`config.mk`:
```
export PLATFORM = sky130hd
export DESIGN_NAME = ps2_host_tx
export DESIGN_NICKNAME = d
export VERILOG_FILES = /design/src/rtl/ps2_host_tx.sv
export SDC_FILE = /design/constraint.sdc
export NUM_CORES = 1
export LEC_CHECK = 0
export CORE_AREA = 2 2 63 80
export CTS_BUF_LIST = sky130_fd_sc_hd__clkbuf_16
export DETAILED_ROUTE_END_ITERATION = 12
export DIE_AREA = 0 0 65 82
export SKIP_LAST_GASP = 1
export SLEW_MARGIN = 5
export SYNTH_ARGS = -nofsm -noshare
export SYNTH_HDL_FRONTEND = slang
export SYNTH_SLANG_ARGS = --single-unit
```
`constraint.sdc`:
```
create_clock -name clk -period 3.2 [get_ports clk]
set_input_delay 0.48 -clock clk [delete_from_list [all_inputs] [get_ports clk]]
set_output_delay 0.48 -clock clk [all_outputs]
set_load 0.02 [all_outputs]
```
`src/rtl/ps2_host_tx.sv`:
```
// PS/2 host-to-device transmitter: inhibit, start bit, 8 data bits LSB first, odd parity, stop, ack.
// Define PS2_TX_TIMEOUT_EN to add a watchdog that aborts a stalled transfer.
module ps2_host_tx #(
  parameter int unsigned INHIBIT_CYCLES = 10000,
  parameter int unsigned TIMEOUT_CYCLES = 2000000
) (
  input  logic       clk,
  input  logic       rst,
  input  logic [7:0] tx_data,
  input  logic       tx_valid,
  output logic       tx_ready,
  output logic       tx_done,
  output logic       tx_nak,
  output logic       tx_timeout,
  input  logic       ps2_clk_in,
  input  logic       ps2_data_in,
  output logic       ps2_clk_oe,
  output logic       ps2_data_oe
);

  localparam int unsigned INH_W = (INHIBIT_CYCLES > 1) ? $clog2(INHIBIT_CYCLES) : 1;
  localparam logic [INH_W-1:0] INH_LAST = INH_W'(INHIBIT_CYCLES - 1);

  typedef enum logic [2:0] {
    IDLE,
    INHIBIT,
    START,
    SEND,
    ACK,
    WAIT_IDLE
  } state_e;

  state_e           state_q;
  logic [7:0]       data_q;
  logic             parity_q;
  logic [3:0]       bit_cnt_q;
  logic [INH_W-1:0] inh_cnt_q;
  logic             ack_q;
  logic             tx_ready_q;
  logic             tx_done_q;
  logic             tx_nak_q;
  logic             clk_oe_q;
  logic             data_oe_q;

  logic clk_meta_q, clk_sync_q, clk_prev_q;
  logic data_meta_q, data_sync_q;
  logic clk_fall;
  logic frame_bit_d;
  logic wd_expire;

  // Both lines idle high, so the synchronizers reset to 1 to avoid a false edge after reset.
  always_ff @(posedge clk) begin
    if (rst) begin
      clk_meta_q  <= 1'b1;
      clk_sync_q  <= 1'b1;
      clk_prev_q  <= 1'b1;
      data_meta_q <= 1'b1;
      data_sync_q <= 1'b1;
    end else begin
      // NOTE: non-blocking assignments in clocked blocks so each flop samples its pre-edge source.
      clk_meta_q  <= ps2_clk_in;
      clk_sync_q  <= clk_meta_q;
      clk_prev_q  <= clk_sync_q;
      data_meta_q <= ps2_data_in;
      data_sync_q <= data_meta_q;
    end
  end

  assign clk_fall = clk_prev_q & ~clk_sync_q;

  always_comb begin
    // NOTE: default assignment first so this block can never infer a latch.
    frame_bit_d = parity_q;
    if (!bit_cnt_q[3]) frame_bit_d = data_q[bit_cnt_q[2:0]];
  end

`ifdef PS2_TX_TIMEOUT_EN
  localparam int unsigned WD_W = $clog2(TIMEOUT_CYCLES + 1);
  localparam logic [WD_W-1:0] WD_LAST = WD_W'(TIMEOUT_CYCLES - 1);

  logic [WD_W-1:0] wd_cnt_q;
  logic            wd_active;
  logic            tx_timeout_q;

  assign wd_active = (state_q == SEND) || (state_q == ACK) || (state_q == WAIT_IDLE);
  assign wd_expire = wd_active && !clk_fall && (wd_cnt_q == WD_LAST);

  // Counts device silence; any device clock edge proves the device is still alive.
  always_ff @(posedge clk) begin
    if (rst) begin
      wd_cnt_q     <= '0;
      tx_timeout_q <= 1'b0;
    end else begin
      tx_timeout_q <= wd_expire;
      if (clk_fall || state_q == START) begin
        wd_cnt_q <= '0;
      end else if (wd_active && !wd_expire) begin
        wd_cnt_q <= wd_cnt_q + WD_W'(1);
      end
    end
  end

  assign tx_timeout = tx_timeout_q;
`else
  assign wd_expire  = 1'b0;
  assign tx_timeout = 1'b0;
`endif

  always_ff @(posedge clk) begin
    if (rst) begin
      state_q    <= IDLE;
      data_q     <= 8'h00;
      parity_q   <= 1'b0;
      bit_cnt_q  <= 4'd0;
      inh_cnt_q  <= '0;
      ack_q      <= 1'b0;
      tx_ready_q <= 1'b1;
      tx_done_q  <= 1'b0;
      tx_nak_q   <= 1'b0;
      clk_oe_q   <= 1'b0;
      data_oe_q  <= 1'b0;
    end else begin
      tx_done_q <= 1'b0;
      tx_nak_q  <= 1'b0;
      if (wd_expire) begin
        state_q    <= IDLE;
        clk_oe_q   <= 1'b0;
        data_oe_q  <= 1'b0;
        tx_ready_q <= 1'b1;
        tx_done_q  <= 1'b1;
      end else begin
        unique case (state_q)
          IDLE: begin
            if (tx_valid && tx_ready_q) begin
              data_q     <= tx_data;
              parity_q   <= ~^tx_data;
              inh_cnt_q  <= '0;
              clk_oe_q   <= 1'b1;
              data_oe_q  <= 1'b0;
              tx_ready_q <= 1'b0;
              state_q    <= INHIBIT;
            end
          end
          INHIBIT: begin
            if (inh_cnt_q == INH_LAST) begin
              data_oe_q <= 1'b1;
              state_q   <= START;
            end else begin
              inh_cnt_q <= inh_cnt_q + INH_W'(1);
            end
          end
          START: begin
            clk_oe_q  <= 1'b0;
            bit_cnt_q <= 4'd0;
            state_q   <= SEND;
          end
          SEND: begin
            // Edges 1-9 put data then parity on the line; edge 10 releases it as the stop bit.
            if (clk_fall) begin
              bit_cnt_q <= bit_cnt_q + 4'd1;
              if (bit_cnt_q == 4'd9) begin
                data_oe_q <= 1'b0;
                state_q   <= ACK;
              end else begin
                data_oe_q <= ~frame_bit_d;
              end
            end
          end
          ACK: begin
            if (clk_fall) begin
              ack_q   <= data_sync_q;
              state_q <= WAIT_IDLE;
            end
          end
          WAIT_IDLE: begin
            if (clk_sync_q && data_sync_q) begin
              tx_done_q  <= 1'b1;
              tx_nak_q   <= ack_q;
              tx_ready_q <= 1'b1;
              state_q    <= IDLE;
            end
          end
          default: begin
            clk_oe_q   <= 1'b0;
            data_oe_q  <= 1'b0;
            tx_ready_q <= 1'b1;
            state_q    <= IDLE;
          end
        endcase
      end
    end
  end

  assign tx_ready    = tx_ready_q;
  assign tx_done     = tx_done_q;
  assign tx_nak      = tx_nak_q;
  assign ps2_clk_oe  = clk_oe_q;
  assign ps2_data_oe = data_oe_q;

endmodule

```
# ---- After elaboration in Yosys (flattened, before gate mapping)
# Index checks and enable logic that the tools add are counted.
dict set report totals {
  regBits 41
  input_bits 13
}
dict set report op_classes {
  add_sub_neg 2
  n_mux 25
  n_eq_ne 14
  bitwise 8
  reduce_logical 19
  order_cmp 1
}
# cell count
set op_table {}
lappend op_table {{14-bit 2-to-1 mux} 2}
lappend op_table {{14-bit case mux with 2 select lines} 1}
lappend op_table {{3-bit 2-to-1 mux} 6}
lappend op_table {{3-bit case mux with 6 select lines} 1}
lappend op_table {{14-bit by 1-bit adder with 14-bit output (second input constant)} 1}
lappend op_table {{14-bit equality test (second input constant)} 1}
lappend op_table {{2-bit inequality test (second input constant)} 7}
lappend op_table {{1-bit 2-to-1 mux} 9}
lappend op_table {{4-bit case mux with 2 select lines} 1}
lappend op_table {{2-bit AND reduction} 4}
lappend op_table {{4-bit OR reduction} 2}
lappend op_table {{8-bit XNOR reduction} 1}
lappend op_table {{1-bit inverter} 7}
lappend op_table {{3-bit by 2-bit equality test with 1-bit output (second input constant)} 2}
lappend op_table {{3-bit equality test (second input constant)} 2}
lappend op_table {{3-bit AND reduction} 2}
lappend op_table {{6-bit AND reduction} 1}
lappend op_table {{3-bit OR reduction} 2}
lappend op_table {{4-bit by 1-bit adder with 4-bit output (second input constant)} 1}
lappend op_table {{4-bit equality test (second input constant)} 1}
lappend op_table {{3-bit by 4-bit less-than comparator with 1-bit output (second input constant)} 1}
lappend op_table {{4-bit 2-to-1 mux} 1}
lappend op_table {{1-bit case mux with 4 select lines} 1}
lappend op_table {{4-bit AND reduction} 1}
lappend op_table {{other kinds (9)} 11}

# ---- Depth between registers and ports, before layout
dict set report logic_depth {
  depth_word 7
  ltp_mapped 7
  depth_no_buf 7
}

# ---- Worst setup path before layout
# OpenSTA, ideal clock, no wires.
dict set report synth_path {
  path_kind {register -> register}
  from {register bit_cnt_q[0]}
  to {register data_oe_q (netlist: ps2_data_oe)}
  setup_slack_ns 1.483
  synth_period_minus_slack_ns 1.717
  path_stages_with_launch 5
  arrival_ns 1.637
  required_ns 3.120
  cell_sequence {dfxtp_1 mux4_1 a2111oi_4 nor4_1 nor3b_1}
}
dict set report synth_via {
  elab_chain_len 7
}
# element line
set synth_rtl {}
lappend synth_rtl {{from (decl)} 36} ;# logic [3:0] bit_cnt_q;
lappend synth_rtl {{from (signal assigned)} 160} ;# bit_cnt_q <= bit_cnt_q + 4'd1;
lappend synth_rtl {{1-bit binary-select mux with 3-bit select} 74} ;# if (!bit_cnt_q[3]) frame_bit_d = data_q[bit_cnt_q[2:0]];
lappend synth_rtl {{1-bit 2-to-1 mux (not written as such)} 74}
lappend synth_rtl {{1-bit 2-to-1 mux} 74}
lappend synth_rtl {{1-bit inverter} 165} ;# data_oe_q <= ~frame_bit_d;
lappend synth_rtl {{1-bit 2-to-1 mux (*)} 161} ;# if (bit_cnt_q == 4'd9) begin
lappend synth_rtl {{1-bit 2-to-1 mux (*)} 159} ;# if (clk_fall) begin
lappend synth_rtl {{1-bit case mux with 4 select lines (*)} 132} ;# unique case (state_q)
lappend synth_rtl {{to (signal assigned)} 165}
lappend synth_rtl {{to (decl)} 43} ;# logic data_oe_q;
# Every way passes the cells marked *; elsewhere a longest branch is shown, timed or not. The select of a mux whose other input is x is not followed.
# A chain may end at the register's enable or synchronous reset.

# ---- Final worst setup path
dict set report layout_path {
  from {register inh_cnt_q[0]}
  to {register inh_cnt_q[13]}
}
dict set report layout_via {
  elab_chain_len 3
}
# element line
set layout_rtl {}
lappend layout_rtl {{from (decl)} 37} ;# logic [INH_W-1:0] inh_cnt_q;
lappend layout_rtl {{from (signal assigned)} 149} ;# inh_cnt_q <= inh_cnt_q + INH_W'(1);
lappend layout_rtl {{14-bit by 1-bit adder with 14-bit output / 14-bit equality test (equally long branches)} {149, 145}}
lappend layout_rtl {{14-bit 2-to-1 mux / 2-bit inequality test (equally long branches)} n/a}
lappend layout_rtl {{14-bit case mux with 2 select lines / 3-bit AND reduction (equally long branches)} n/a}
# Parallel ways exist; a longest one is shown, timed or not. The select of a mux whose other input is x is not followed.

==> impl_metrics.tcl <==
set metrics [dict create \
    status "completed" \
    power_leakage_nw 0.828 \
    die_h_um 82 \
    cap_violations 0 \
    setup_viol 0 \
    die_area_um2 5330 \
    cts.clk_slew.worst_paths_ns 0.06 \
    cp-end-kind "flop" \
    dp_cells 303 \
    first_iter_violations 63 \
    first_pass_iters 4 \
    totalWireLength_um 3990 \
    crit_end "inh_cnt_q[13]$_SDFFE_PP0P_" \
    clk_latency_ns 0.28 \
    required_ns 3.40 \
    antenna_found_initial 0 \
    vias_per_cell 5.35 \
    synthArstFlopShare 0 \
    grt_overflow 0 \
    hold_slack_ns 0.411 \
    routedWlPerCell_um 12.9 \
    slew_headroom 0.603 \
    hold_buffers 0 \
    numClockSinks 41 \
    clock.fmax_mhz 469 \
    core_region_area_um2 4590 \
    syn2layout_area_growth_pct 16.5 \
    grt_usage 0.172 \
    grt_start_max_net_pins 32 \
    dr_wl_met3_um 94 \
    cp_max_fo 11 \
    post-route-period-util 0.666 \
    synth_area_um2 2020 \
    crit_arrival_ns 2.33 \
    clk_path_buf_depth 2 \
    synth_top_flop_cell "dfxtp_1" \
    ios 19 \
    top_layer "met4" \
    yosysWarnings 0 \
    rsz0062_at_grt "false" \
    grt_pass1_wl_um 6980 \
    num_antenna_cells 0 \
    num_rows 28 \
    start_util 0.441 \
    cts_resized 0 \
    tns_ns 0 \
    rr_worst_depth 6 \
    p_total_mw 1.50 \
    setup.worst_path.start_class "flop" \
    criticalPathCategory "reg -> reg" \
    critPathLaunch "inh_cnt_q[0]$_SDFFE_PP0P_" \
    synth_area_per_cell_um2 8.50 \
    reg2reg_slack_ns 1.07 \
    cts_setup_buffers 0 \
    holdCritPathClass "reg -> reg" \
    r2r_start "inh_cnt_q[0]$_SDFFE_PP0P_" \
    numCtsBuffers 5 \
    synth-edff-count 0 \
    r2r_end "inh_cnt_q[13]$_SDFFE_PP0P_" \
    io_buffer_count 17 \
    fill_cells 463 \
    met2_length_um 2130 \
    synth-seq-cells 41 \
    final_cells 310 \
    antenna_left 0 \
    ys_seq_area_frac 0.406 \
    fin_ws_ns 1.07 \
    syn_inst 238 \
    finalHoldViolCount 0 \
    dpl_worst_slack_ns 0.920 \
    cts-root-buf "clkbuf_16" \
    synth_nets 254 \
    grt_pass1_vias 1562 \
    place.gp.congestion 0.739 \
    cts_tree "built" \
    drive_above_1_share 0.0800 \
    worst_pin_slew_ns 0.595 \
    nets 266 \
    final-max-slew-violation-count 0 \
    skew_ns 0.00559 \
    wl_met1_um 1680 \
    power_per_cell_area_nw_per_um2 636 \
    irDropWorstVdd_mv 0.305 \
    vias 1659 \
    chipWidth_um 65 \
    ys_types 47 \
    dpl.hpwl_um 2840 \
    drc 0 \
    htreeDepth 2 \
    period_needed_ns 2.13 \
]
## cells by family (layout without fill, tap and decap cells)
family,count (synthesis),after routing,share of synthesized area
xor gates and xnor gates,14,14,0.0606
AOI/OAI and AO/OA,46,46,0.146
other,1,1,0.00185
muxes,5,5,0.0396
and+or+nand+nor,111,111,0.291
adders and majority gates,3,3,0.0186
DFF,41,41,0.406
buffers and inverters,17,29,0.0371
## synth_stat cells (all sizes together) (2+ instances only)
| library cell | instances | area (µm²) |
|---|---|---|
| a21oi | 18 | 90.1 |
| nor3b | 2 | 15.0 |
| a22oi | 5 | 37.5 |
| nand3b | 2 | 15.0 |
| nand2b | 4 | 25.0 |
| nor4b | 2 | 17.5 |
| ha | 3 | 37.5 |
| nand4 | 7 | 43.8 |
| nand3 | 14 | 70.1 |
| and2 | 4 | 25.0 |
| or3 | 5 | 31.3 |
| and3 | 5 | 31.3 |
| or2 | 5 | 31.3 |
| clkbuf | 9 | 33.8 |
| xnor2 | 7 | 61.3 |
| buf | 5 | 30.0 |
| nor2b | 6 | 45.0 |
| nand2 | 30 | 113 |
| mux2i | 2 | 20.0 |
| inv | 3 | 11.3 |
| o21ai | 12 | 60.1 |
| dfxtp | 41 | 821 |
| nor2 | 18 | 67.6 |
| xor2 | 7 | 61.3 |
| nor3 | 3 | 20.0 |
| mux4 | 2 | 48.8 |
## worst max-delay path, stage by stage (launching register included)
cell	delay [ns]
dfxtp_1	0.36
ha_1	0.26
nand3_1	0.11
nand4b_2	0.38
a21oi_1	0.59
o21ai_0	0.19
a21oi_1	0.15
## layout make-up
| class | count | area (µm²) | area share |
|---|---|---|---|
| Multi-Input combinational cell | 180 | 1130 | 0.478 |
| Sequential cell | 41 | 821 | 0.348 |
| Clock inverter | 2 | 11.3 | 0.00478 |
| Inverter | 3 | 11.3 | 0.00478 |
| Tap cell | 60 | 75.1 | 0.0319 |
| Timing Repair Buffer | 19 | 185 | 0.0786 |
| Clock buffer | 5 | 125 | 0.0531 |
## state kept, by name, indices dropped and copies added (netlist names)
name,count
ps2_data_oe,1
state_q,3
bit_cnt_q,4
parity_q,1
tx_done,1
inh_cnt_q,14
clk_meta_q,1
tx_nak,1
clk_sync_q,1
data_sync_q,1
ack_q,1
data_meta_q,1
clk_prev_q,1
data_q,8
tx_ready,1
ps2_clk_oe,1
## per-layer routing
metal,vias to the layer above,track usage
li1,862,-
met1,777,0.187
met2,15,0.314
met3,5,0.0411
met4,0,0.0830
met5,-,0
## where the power goes
| part | total (mW) | switching [mW] | internal [mW] |
|---|---|---|---|
| sequential | 0.630 | 0.0631 | 0.567 |
| clock | 0.471 | 0.190 | 0.281 |
| combinational | 0.397 | 0.226 | 0.171 |
## per-stage QoR
step           area, µm²   util
2_1_floorplan       2020      -
3_3_place_gp        2220  0.484
3_5_place_dp        2220  0.484
4_1_cts             2360  0.513
5_1_grt             2360  0.513
6_report            2360  0.513
## cells in the final DEF, fill, tap and decap left out, types with 3 or more instances in the layout
cell type,n
nor2b_1,5
dfxtp_1,41
nand3_1,14
and3_1,5
a22oi_1,5
nor2_1,18
xor2_1,7
inv_1,3
o21ai_0,12
and2_1,4
nand4_1,7
xnor2_1,7
or2_2,5
nand2_1,30
or3_1,5
nand2b_1,4
ha_1,3
a21oi_1,18
clkdlybuf4s50_1,17
clkbuf_16,5
## worst min-delay path by stage
stage	cells past startpoint	startpoint	to
6_report	1	clk_meta_q$_SDFF_PP1_	clk_sync_q$_SDFF_PP1_
5_1_grt	1	clk_meta_q$_SDFF_PP1_	clk_sync_q$_SDFF_PP1_
4_1_cts	1	clk_meta_q$_SDFF_PP1_	clk_sync_q$_SDFF_PP1_
3_5_place_dp	1	clk_meta_q$_SDFF_PP1_	clk_sync_q$_SDFF_PP1_
3_3_place_gp	1	clk_meta_q$_SDFF_PP1_	clk_sync_q$_SDFF_PP1_
2_1_floorplan	1	clk_meta_q$_SDFF_PP1_	clk_sync_q$_SDFF_PP1_
No activity file was read; power rests on OpenSTA's default activity.
